`src/rtl/stg5wb.sv`:
```
// Write-back stage: commits results to GP/SR files, bypassed read ports, retire counter, halt latch.
// Latency: reads are combinational with same-cycle bypass; retire count, halt and trace outputs are registered (1 cycle).
// Backpressure: none; every cycle carries one instruction (or a NOP bubble), and HALTED freezes all commits.
//
// Ports:
//   iw_clk, iw_rst_n            clock, async active-low reset
//   iw_pc/iw_opc/iw_result      instruction in stage 5
//   iw_tgt_gp(_we), iw_tgt_sr(_we)  write targets
//   iw_rd_a/b_addr -> ow_rd_a/b GP read ports (bypassed)
//   iw_sr_addr -> ow_sr         SR read port (bypassed, out-of-range reads 0)
//   ow_retired, ow_halted       retire count and halted flag
//   ow_trc_valid/pc/data        retirement trace (only when DIAD_WB_TRACE_EN is defined; tied to 0 otherwise)
`timescale 1ns/1ps

`ifndef SIZE_ADDR
`define SIZE_ADDR 24
`endif
`ifndef SIZE_DATA
`define SIZE_DATA 24
`endif
`ifndef SIZE_OPC
`define SIZE_OPC 6
`endif
`ifndef SIZE_TGT_GP
`define SIZE_TGT_GP 4
`endif
`ifndef SIZE_TGT_SR
`define SIZE_TGT_SR 3
`endif

module stg5wb #(
    parameter int                   GP_REGS  = 16,
    parameter int                   SR_REGS  = 4,
    parameter logic [`SIZE_OPC-1:0] OPC_NOP  = '0,
    parameter logic [`SIZE_OPC-1:0] OPC_HALT = '1,
    parameter int                   ZERO_R0  = 1
) (
    input  logic                    iw_clk,
    input  logic                    iw_rst_n,
    input  logic [`SIZE_ADDR-1:0]   iw_pc,
    input  logic [`SIZE_OPC-1:0]    iw_opc,
    input  logic [`SIZE_TGT_GP-1:0] iw_tgt_gp,
    input  logic                    iw_tgt_gp_we,
    input  logic [`SIZE_TGT_SR-1:0] iw_tgt_sr,
    input  logic                    iw_tgt_sr_we,
    input  logic [`SIZE_DATA-1:0]   iw_result,
    input  logic [`SIZE_TGT_GP-1:0] iw_rd_a_addr,
    input  logic [`SIZE_TGT_GP-1:0] iw_rd_b_addr,
    output logic [`SIZE_DATA-1:0]   ow_rd_a,
    output logic [`SIZE_DATA-1:0]   ow_rd_b,
    input  logic [`SIZE_TGT_SR-1:0] iw_sr_addr,
    output logic [`SIZE_DATA-1:0]   ow_sr,
    output logic [`SIZE_DATA-1:0]   ow_retired,
    output logic                    ow_halted,
    output logic                    ow_trc_valid,
    output logic [`SIZE_ADDR-1:0]   ow_trc_pc,
    output logic [`SIZE_DATA-1:0]   ow_trc_data
);

    localparam int SR_IW = (SR_REGS > 1) ? $clog2(SR_REGS) : 1;

    typedef enum logic {ST_RUN = 1'b0, ST_HALTED = 1'b1} state_t;

    state_t                  r_state;
    state_t                  w_state_nxt;
    logic [`SIZE_DATA-1:0]   r_gp [GP_REGS];
    logic [`SIZE_DATA-1:0]   r_sr [SR_REGS];
    logic [`SIZE_DATA-1:0]   r_retired;

    logic                    w_run;
    logic                    w_gp_we;
    logic                    w_sr_we;
    logic                    w_count;
    logic                    w_sr_wr_ok;
    logic                    w_sr_rd_ok;
    logic [SR_IW-1:0]        w_sr_wi;
    logic [SR_IW-1:0]        w_sr_ri;

    // Narrow SR indices to the array's index width; range checks use the full index.
    assign w_sr_wi    = iw_tgt_sr[SR_IW-1:0];
    assign w_sr_ri    = iw_sr_addr[SR_IW-1:0];
    assign w_sr_wr_ok = (32'(iw_tgt_sr) < SR_REGS);
    assign w_sr_rd_ok = (32'(iw_sr_addr) < SR_REGS);
    assign w_run      = (r_state == ST_RUN);

    always_ff @(posedge iw_clk or negedge iw_rst_n) begin
        if (!iw_rst_n) r_state <= ST_RUN;
        else           r_state <= w_state_nxt;
    end

    // Next state and commit enables; HALT's own writes and count still go through.
    always_comb begin
        w_state_nxt = r_state;
        w_gp_we     = 1'b0;
        w_sr_we     = 1'b0;
        w_count     = 1'b0;
        case (r_state)
            ST_RUN: begin
                w_gp_we = iw_tgt_gp_we && !((ZERO_R0 != 0) && (iw_tgt_gp == '0));
                w_sr_we = iw_tgt_sr_we && w_sr_wr_ok;
                w_count = (iw_opc != OPC_NOP);
                if (iw_opc == OPC_HALT) w_state_nxt = ST_HALTED;
            end
            default: w_state_nxt = ST_HALTED;
        endcase
    end

    always_ff @(posedge iw_clk or negedge iw_rst_n) begin
        if (!iw_rst_n) begin
            for (int i = 0; i < GP_REGS; i++) r_gp[i] <= '0;
            for (int i = 0; i < SR_REGS; i++) r_sr[i] <= '0;
            r_retired <= '0;
        end else begin
            if (w_gp_we) r_gp[iw_tgt_gp] <= iw_result;
            if (w_sr_we) r_sr[w_sr_wi]   <= iw_result;
            if (w_count) r_retired       <= r_retired + 1'b1;
        end
    end

    // Read ports: hardwired zero first, then same-cycle bypass of the commit, then the file.
    assign ow_rd_a = ((ZERO_R0 != 0) && (iw_rd_a_addr == '0)) ? '0 :
                     (w_run && iw_tgt_gp_we && (iw_tgt_gp == iw_rd_a_addr)) ? iw_result :
                     r_gp[iw_rd_a_addr];
    assign ow_rd_b = ((ZERO_R0 != 0) && (iw_rd_b_addr == '0)) ? '0 :
                     (w_run && iw_tgt_gp_we && (iw_tgt_gp == iw_rd_b_addr)) ? iw_result :
                     r_gp[iw_rd_b_addr];
    assign ow_sr   = !w_sr_rd_ok ? '0 :
                     (w_run && iw_tgt_sr_we && (iw_tgt_sr == iw_sr_addr)) ? iw_result :
                     r_sr[w_sr_ri];

    assign ow_retired = r_retired;
    assign ow_halted  = (r_state == ST_HALTED);

`ifdef DIAD_WB_TRACE_EN
    logic                  r_trc_valid;
    logic [`SIZE_ADDR-1:0] r_trc_pc;
    logic [`SIZE_DATA-1:0] r_trc_data;

    // Trace strobes once per counted retirement; payload holds until the next one.
    always_ff @(posedge iw_clk or negedge iw_rst_n) begin
        if (!iw_rst_n) begin
            r_trc_valid <= 1'b0;
            r_trc_pc    <= '0;
            r_trc_data  <= '0;
        end else begin
            r_trc_valid <= w_count;
            if (w_count) begin
                r_trc_pc   <= iw_pc;
                r_trc_data <= iw_result;
            end
        end
    end

    assign ow_trc_valid = r_trc_valid;
    assign ow_trc_pc    = r_trc_pc;
    assign ow_trc_data  = r_trc_data;
`else
    logic w_unused_pc;
    assign w_unused_pc  = ^iw_pc;
    assign ow_trc_valid = 1'b0;
    assign ow_trc_pc    = '0;
    assign ow_trc_data  = '0;
`endif

endmodule

```
`config.mk`:
```
export PLATFORM = sky130hd
export DESIGN_NAME = stg5wb
export DESIGN_NICKNAME = d
export VERILOG_FILES = /design/src/rtl/stg5wb.sv
export SDC_FILE = /design/constraint.sdc
export NUM_CORES = 1
export LEC_CHECK = 0
export CORE_MARGIN = 3
export CORE_UTILIZATION = 59
export DETAILED_ROUTE_END_ITERATION = 16
export GPL_TIMING_DRIVEN = 0
export PLACE_DENSITY = 0.79
export SKIP_LAST_GASP = 1
export SLEW_MARGIN = 30
export SYNTH_ARGS = -nofsm -noshare
export SYNTH_HDL_FRONTEND = slang
export SYNTH_SLANG_ARGS = --single-unit
```
`constraint.sdc`:
```
create_clock -name iw_clk -period 2.5 [get_ports iw_clk]
set_input_delay 0.375 -clock iw_clk [delete_from_list [all_inputs] [get_ports iw_clk]]
set_output_delay 0.375 -clock iw_clk [all_outputs]
set_load 0.01 [all_outputs]
```
* After elaboration in Yosys (flattened, before gate mapping) *
Index checks and enable logic that the tools add are counted.

cells by class
  reduce and logical (&&, ||, !) cells = 14
  order comparisons = 9
  mux-type cells = 26
  eq/ne operators = 4
  $add $sub $neg = 1
  bitwise operators = 6

operators by type and width
  operator                 number
  $bwmux W384              1
  $mux W24                 14
  $bmux W24 S4             2
  $bwmux W96               1
  $demux W24 S4            1
  $bmux W24 S2             1
  $demux W24 S2            1
  $add A24 B1 Y24 const B  1
  $ge A5 B5 Y1 const B     3
  $not A4 Y5               3
  $logic_not A4 Y1         3
  $logic_and A1 B1 Y1      9
  $eq A4 B4 Y1             2
  $eq A6 B6 Y1 const B     1
  $ge A3 B3 Y1 const B     2
  $lt A3 B3 Y1 const B     2
  $not A2 Y3               2
  $reduce_bool A6 Y1       1
  $lt A5 B1 Y1 const B     1
  $mux W1                  5
  $eq A3 B3 Y1             1
  $lt A3 B1 Y1 const B     1
  $logic_not A1 Y1         1
  $not A1 Y1               1

storage, ports and cells
  logic and storage cells = 82
  output and inout bits = 146
  register bits = 505
  bits of input ports = 76

* Depth between registers and ports, before layout *
Gate-level depths: netlist (run 1).

  depth in word-level cells = 6
  depth in mapped cells = 8
  mapped depth without buffers = 5

* Worst setup path before layout (run 1) *
No wires, ideal clock.

  path kind = in2out
  start point = in iw_rd_a_addr[2]
  end point = out ow_rd_a[12]
  stages on the path = 6
  data required time = 2125 ps
  arrival = 1943 ps
  buffers on the path = 3
  path slack = 182 ps
  cell sequence = buf_2 -> buf_2 -> buf_1 -> mux4_2 -> a2111oi_2 -> a211oi_2

between the ends
  word-level cells in the longest chain between the ends = 6
  elaborated cells between the ends (all ways) = 9
  those cells by class = eq/ne: 1; mux: 5; bitwise: 1; reduce/logical: 2

ends and longest elaborated chain
  item                                          RTL line  RTL
  from (decl)                                   47        input logic [`SIZE_TGT_GP-1:0] iw_rd_a_addr,
  $not A4 Y5 (not written as such)              123       r_gp[iw_rd_a_addr];
  $bmux W24 S4                                  123
  $mux W24 (not written as such) (2 in series)  123
  $mux W24                                      122       (w_run && iw_tgt_gp_we && (iw_tgt_gp == iw_rd_a_addr)) ? iw_result :
  $mux W24 (*)                                  121       assign ow_rd_a = ((ZERO_R0 != 0) && (iw_rd_a_addr == '0)) ? '0 :
  to (decl)                                     49        output logic [`SIZE_DATA-1:0] ow_rd_a,

Mark *: on every way between the ends. The rest lies on a longest branch, timed or not. The select of a mux whose other input is x is not followed.

* Final worst setup path (run 1) *
  start point = in iw_rd_a_addr[3]
  end point = out ow_rd_a[6]

The elaborated chain is that of the path after synthesis.

==> results by group, run 1 <==
Clocking
  – Clock Path Buffers: 3
  – H-tree Lvls: 2
  – CTS tree: yes
  – Worst-Skew Late Latency: 0.62 ns
  – Sinks on Clock Net: 505
  – Worst-path clk slew: 0.06 ns
  – CTS Buf Count: 53
  – Root Driver: clkbuf_16

Setup path
  – Req. time, crit path: 2.12 ns
  – Critical path startpoint category: primary input
  – Largest delay share family, worst path: buffers and inverters
  – CP Max Fanout: 10
  – Worst setup EP type: primary output
  – CP startpoint: iw_rd_a_addr[3]
  – Crit Reg-Reg Startpoint: ow_halted
  – Worst path slowest cell: nor2b_2
  – WP buf/inv: 3
  – CP peak stage delay: 0.62 ns
  – CP cell instances: dlygate4sd2_1 > nor2b_2 > clkbuf_4 > a2111oi_4 > a211oi_4 > buf_2
  – Critical Path AT: 2.51 ns
  – WS Path Type: in -> out

GRT
  – GRT overflow: 0
  – Total Routing Usage GR: 35.28%
  – Vias in the first global route: 20931
  – First-pass GRT wire length: 131.4 mm
  – Largest net degree at the start of global routing: 89
  – Initial antenna violation count: 1

Placement
  – Worst slack, placed: -1.530 ns
  – Inst Count DP: 2819
  – Placed inst area: 29790 um2
  – Port Buf Inserts: 136
  – HPWL Detailed: 58.19 mm
  – Gpl congestion: 0.9654

Worst hold path
  – Worst hold path class: in -> async

Timing
  – Final max-slew violation count: 0
  – Max frequency: 0.3460 GHz
  – Min Hold Slack: 0.2454 ns
  – Setup_tns: -13.17 ns
  – Setup ws final: -0.3900 ns
  – Period minus WS final: 2.890 ns
  – Period Utilization, post-route: 115.6%
  – Clock Skew: 0.01768 ns
  – RSZ-0062 raised after global routing: yes
  – Final setup vio count: 48
  – Actual slew at the worst max-slew pin: 0.8138 ns
  – Worst slew margin: 45.75%
  – Final hold vios: 0

Drt
  – Vias after detailed routing: 19952
  – Drt total wl: 88.06 mm
  – Initial DRC Count: 2297
  – # DRC: 0
  – DRT Pass-1 Iters: 5
  – WL per Instance: 29.95 um
  – Vias per cell: 6.786
  – Final ANT Viol Nets: 0

Die
  – IO Pins: 222
  – Cell Rows: 78
  – Die outline area: 48890 um2
  – Core area: 45580 um2
  – Die H: 221.1 um
  – Initial Utilization: 59.91%
  – Chip width: 221.1 um

Finish
  – Storage cell area: 12640 um2
  – Area Overhead vs Synth: 22.69%
  – Final net count: 2378
  – Multi-input gate area: 14740 um2
  – Design area: 33500 um2
  – Fillers: 2902
  – # diodes: 0
  – Share of layout cells above drive strength 1: 47.86%
  – Final std cells w/o fill: 2940

Synth
  – Synth warn: 0
  – Register area share after synthesis: 46.29%
  – Ys flop type: dfrtp_1
  – Synth cell count leaders: dfrtp_1 (505), mux2_2 (440), mux2i_1 (216)
  – Post-synth EDFFs: 0
  – Yosys reg bits: 505
  – Most common cell in the netlist: dfrtp_1
  – Top cell type's share of synthesized area: 46.29%
  – Post-synth ARST share: 100.0%
  – Area contributors post-synth: dfrtp_1 (46%), mux2_2 (18%), mux4_2 (9.9%)
  – Post-Syn Area per Cell: 13.46 um2
  – Gate Count Post-Synth: 2029
  – Cell area after synthesis: 27300 um2
  – Post-synth cell types: 55
  – Yosys top cell by area: dfrtp_1

Job
  – Max cap viols: 0

Power and ir drop
  – Static leakage: 14.44 nW
  – VDD IR-drop max: 0.0006376 V
  – P per Cell Area: 820.5 nW/um2

Run status
  – Violated checks: setup timing
  – Status: finished with violations
## worst register-to-register path, cell delays in order (launching register included)
cell     delay, ns
dfrtp_2       0.45
nor2b_4       0.19
buf_4         0.14
nand3_1       0.14
nor2_2        0.56
buf_2         0.44
mux2_2        0.39
## cells by family after synthesis
logic type | Yosys count | share of synthesized area, %
mux | 793 | 36.67
flops | 505 | 46.29
buf+inv | 283 | 5.284
compound gates | 222 | 6.847
simple gates | 192 | 3.831
xor+xnor | 32 | 1.027
fa+ha+maj | 1 | 0.04582
other cells | 1 | 0.01374
## worst paths after layout
path / to / slack [ns] / cells past startpoint
max: ow_rd_a[6] / -0.39 / 6
min: r_sr[71] / 0.25 / 2
max reg2reg: r_gp[6] / 0.08 / 6
min reg2reg: ow_retired[23] / 0.48 / 1
max in group asynchronous: r_gp[34] / 1.05 / 4
min in group iw_clk: r_gp[72] / 0.35 / 3
## registers in the layout, summed over array words and instances, names as in the netlist
signal      cells
ow_halted       1
r_sr           96
ow_retired     24
r_gp          384
## layer usage
metal,global-route usage (%),part of all wire [%],vias up
li1,-,-,8090
met1,44.95,38,10429
met4,18.26,5.3,2
met2,57.88,49,1103
met3,6.872,8.0,328
met5,0,0.012,-
## metrics by stage
step / power (W) / util, %
2_1_floorplan: 0.01579 / -
3_3_place_gp: 0.01783 / 64.93
3_5_place_dp: 0.01825 / 65.36
4_1_cts: 0.02710 / 72.81
5_1_grt: 0.02847 / 73.50
6_report: 0.02749 / 73.50
## cell usage in the layout, fill, tap and decap left out, drive strengths merged, types with 7 or more instances in the layout
cell type	synthesis	routed
nor3	31	31
nand2	21	21
xor2	7	7
dfrtp	505	505
conb	1	49
mux2i	216	216
o31ai	24	24
clkbuf	131	200
a211oi	48	48
a2111oi	23	23
and2	25	25
nor2	31	31
nand4	17	17
o22ai	96	96
clkinv	0	7
buf	148	260
nand3	30	30
xnor2	25	25
a31oi	24	24
mux4	120	120
clkdlybuf4s50	0	59
nor2b	9	9
mux2	457	457
bufinv	0	8
## final cells by class
type	instances	area share (%)
multi-input combinational	1289	44.02
sequential	505	37.73
buffer	271	5.431
timing repair buffer	177	5.020
clock buffer	75	4.602
tap	600	2.241
clock inverter	19	0.9151
inverter	4	0.04482
## what timing repair did
action                                 in CTS  in global routing
setup endpoints to repair                 127                105
cloned                                      2                  2
hold buffers                                1                  0
endpoints found under the hold margin      31                  0
setup buffers                              26                  4
gates resized for setup                   626                 54
pin swaps                                  37                 23
## report_power, final
group / switching, W / total [W] / leakage [nW] / internal, W
sequential: 0.00151 / 0.0116 / 6.24 / 0.0101
clock: 0.00338 / 0.00848 / 0.901 / 0.00510
combinational: 0.00327 / 0.00737 / 7.30 / 0.00411
Power figures use the tool's default switching activity.
==> run 2, diff against run 1 <==
--- a/config.mk
+++ b/config.mk
@@ -6,10 +6,10 @@
 export NUM_CORES = 1
 export LEC_CHECK = 0
 export CORE_MARGIN = 3
-export CORE_UTILIZATION = 59
+export CORE_UTILIZATION = 37
 export DETAILED_ROUTE_END_ITERATION = 16
 export GPL_TIMING_DRIVEN = 0
-export PLACE_DENSITY = 0.79
+export PLACE_DENSITY = 0.53
 export SKIP_LAST_GASP = 1
 export SLEW_MARGIN = 30
 export SYNTH_ARGS = -nofsm -noshare
==> run 2 against run 1 <==
  * Global-route usage shrank 12 points
  * The run still ends with setup timing left
  * Setup slack lost 0.054 ns
  * Clock power grew 7.5%
  * Power grew 1.5%
  * Critical endpoint is now ow_rd_a[19]
  * Largest cell class unchanged
  * Hold slack gained 0.11 ns
  * Cell count grew 13%
==> results by group, run 2 (synthesis results as in run 1) <==
Drt
  – Vias after detailed routing: 18880
  – Final ANT Viol Nets: 0
  – Initial DRC Count: 1109
  – Vias per cell: 5.700
  – WL per Instance: 27.99 um
  – DRT Pass-1 Iters: 5
  – # DRC: 0
  – Drt total wl: 92.70 mm

Power and ir drop
  – P per Cell Area: 819.3 nW/um2
  – VDD IR-drop max: 0.0005645 V
  – Static leakage: 14.58 nW
  – Total power: 0.02789 W

Run status
  – Status: finished with violations
  – Violated checks: setup timing

Timing
  – RSZ-0062 raised after global routing: yes
  – Final setup vio count: 72
  – Period minus WS final: 2.944 ns
  – Clock Skew: 0.01884 ns
  – Max frequency: 0.3397 GHz
  – Final hold vios: 0
  – Final max-slew violation count: 0
  – Period Utilization, post-route: 117.7%
  – Min Hold Slack: 0.3531 ns
  – Setup ws final: -0.4436 ns
  – Actual slew at the worst max-slew pin: 0.8513 ns
  – Worst slew margin: 42.73%
  – Setup_tns: -24.21 ns

Die
  – Die outline area: 77090 um2
  – IO Pins: 222
  – Initial Utilization: 37.74%
  – Core area: 72340 um2
  – Die H: 277.6 um
  – Chip width: 277.6 um
  – Cell Rows: 98

GRT
  – GRT met2 Usage: 39.98%
  – Met3 Use GR: 3.956%
  – First-pass GRT wire length: 137.3 mm
  – Vias in the first global route: 20164
  – Busiest grt layer: met2
  – Grt met1 use: 31.52%
  – Initial antenna violation count: 1
  – Total Routing Usage GR: 23.73%
  – Largest net degree at the start of global routing: 89
  – GRT overflow: 0

Placement
  – Worst slack, placed: -1.706 ns
  – Port Buf Inserts: 136
  – Gpl congestion: 0.8657
  – HPWL Detailed: 65.30 mm

Setup path
  – Most used cell, CP: buf_12
  – Critical path startpoint category: register
  – CP cell instances: buf_6 > nor2b_4 > o221ai_4 > or2_4 > buf_12 > buf_12 > a211oi_4 > buf_2
  – Req. time, crit path: 2.12 ns
  – CP Max Fanout: 6
  – CP peak stage delay: 0.40 ns
  – Critical Path AT: 2.57 ns
  – Largest delay share family, worst path: buffers and inverters
  – WS Path Type: reg -> out
  – Worst setup EP type: primary output
  – Worst path slowest cell: dfrtp_1
  – WP buf/inv: 4

Clocking
  – CTS Buf Count: 57
  – Sinks on Clock Net: 505
  – Worst-path clk slew: 0.06 ns
  – Clock Path Buffers: 3
  – Worst-Skew Late Latency: 0.62 ns
  – CTS tree: yes
  – Root Driver: clkbuf_16
  – H-tree Lvls: 2

Finish
  – Most frequent cells in the layout: dfrtp_1 (505), mux2_2 (440), mux2i_1 (211), mux4_2 (120), buf_4 (108)
  – Max FFs per register: 384
  – Area Overhead vs Synth: 24.69%
  – # diodes: 0
  – Final net count: 2395
  – Share of layout cells above drive strength 1: 48.22%
  – Commonest non-fill, non-tap cell in the layout: dfrtp_1
  – Reg with most FFs: r_gp
  – Fillers: 6568

Worst hold path
  – Worst hold path class: in -> reg

Job
  – Max cap viols: 0
==> run 2: changes by cell type in the layout (fill, tap and decap cells not counted), sizes merged <==
cell           previous run  this run
buf                     260       267
bufinv                    8         9
clkbuf                  200       214
clkdlybuf4s15             0         1
clkinv                    7        10
clkinvlp                  3         0
inv                       5         4
==> run 2: power by group <==
part	total, W	switching, W	internal (W)
clock network	0.00912	0.00352	0.00560
registers	0.0115	0.00139	0.0101
logic	0.00726	0.00318	0.00408
total	0.0279	0.00809	0.0198
==> run 2: per-stage QoR <==
stage,instance area [um2],utilization (%),cells
final,34040,47.06,3312
after floorplan,27480,-,2077
after CTS,33560,46.40,3297
after global placement,30030,41.51,3163
after global routing,34040,47.06,3312
after detailed placement,30270,41.85,3170
==> run 2: what timing repair did <==
action / 4_1_cts / 5_1_grt
hold buffers: 1 / 0
setup buffers: 28 / 14
resized for setup: 568 / 85
pin swaps: 41 / 29
hold endpoints to repair: 75 / 0
gates cloned: 3 / 2
setup endpoints to repair: 111 / 245
==> run 2: metal layers <==
layer / vias up / share of wire [%]
met1: 10012 / 43
met4: 0 / 2.9
li1: 8111 / -
met5: - / 0
met2: 596 / 49
met3: 161 / 5.3
==> run 2: worst reg2reg max path, stage by stage (launching register included) <==
cell and delay (ns):
dfrtp_1 0.40, buf_6 0.15, nand2b_1 0.26, nor4_4 0.67, buf_2 0.47, mux2_2 0.39
==> run 2: final cells by class <==
class                           instances  area, um2  area share (%)
Buffer                                270       1772           5.204
Clock buffer                           84       1699           4.991
Clock inverter                         19      331.6          0.9739
Inverter                                4      15.01         0.04410
Multi-Input combinational cell       1289      14600           42.90
Sequential cell                       505      12640           37.12
Tap cell                              950       1189           3.491
Timing Repair Buffer                  191       1797           5.278
==> run 2: final timing paths <==
check | start | endpoint | slack, ns | cells past startpoint
setup / recovery | ow_halted | ow_rd_a[19] | -0.44 | 8
hold / removal | iw_opc[5] | ow_halted | 0.35 | 3
setup reg to reg | ow_halted | r_gp[68] | 0.04 | 5
hold reg to reg | r_gp[361] | r_gp[361] | 0.49 | 1
max in group asynchronous | iw_rst_n | r_sr[35] | 0.29 | 7
min in group asynchronous | iw_rst_n | r_sr[23] | 0.37 | 3
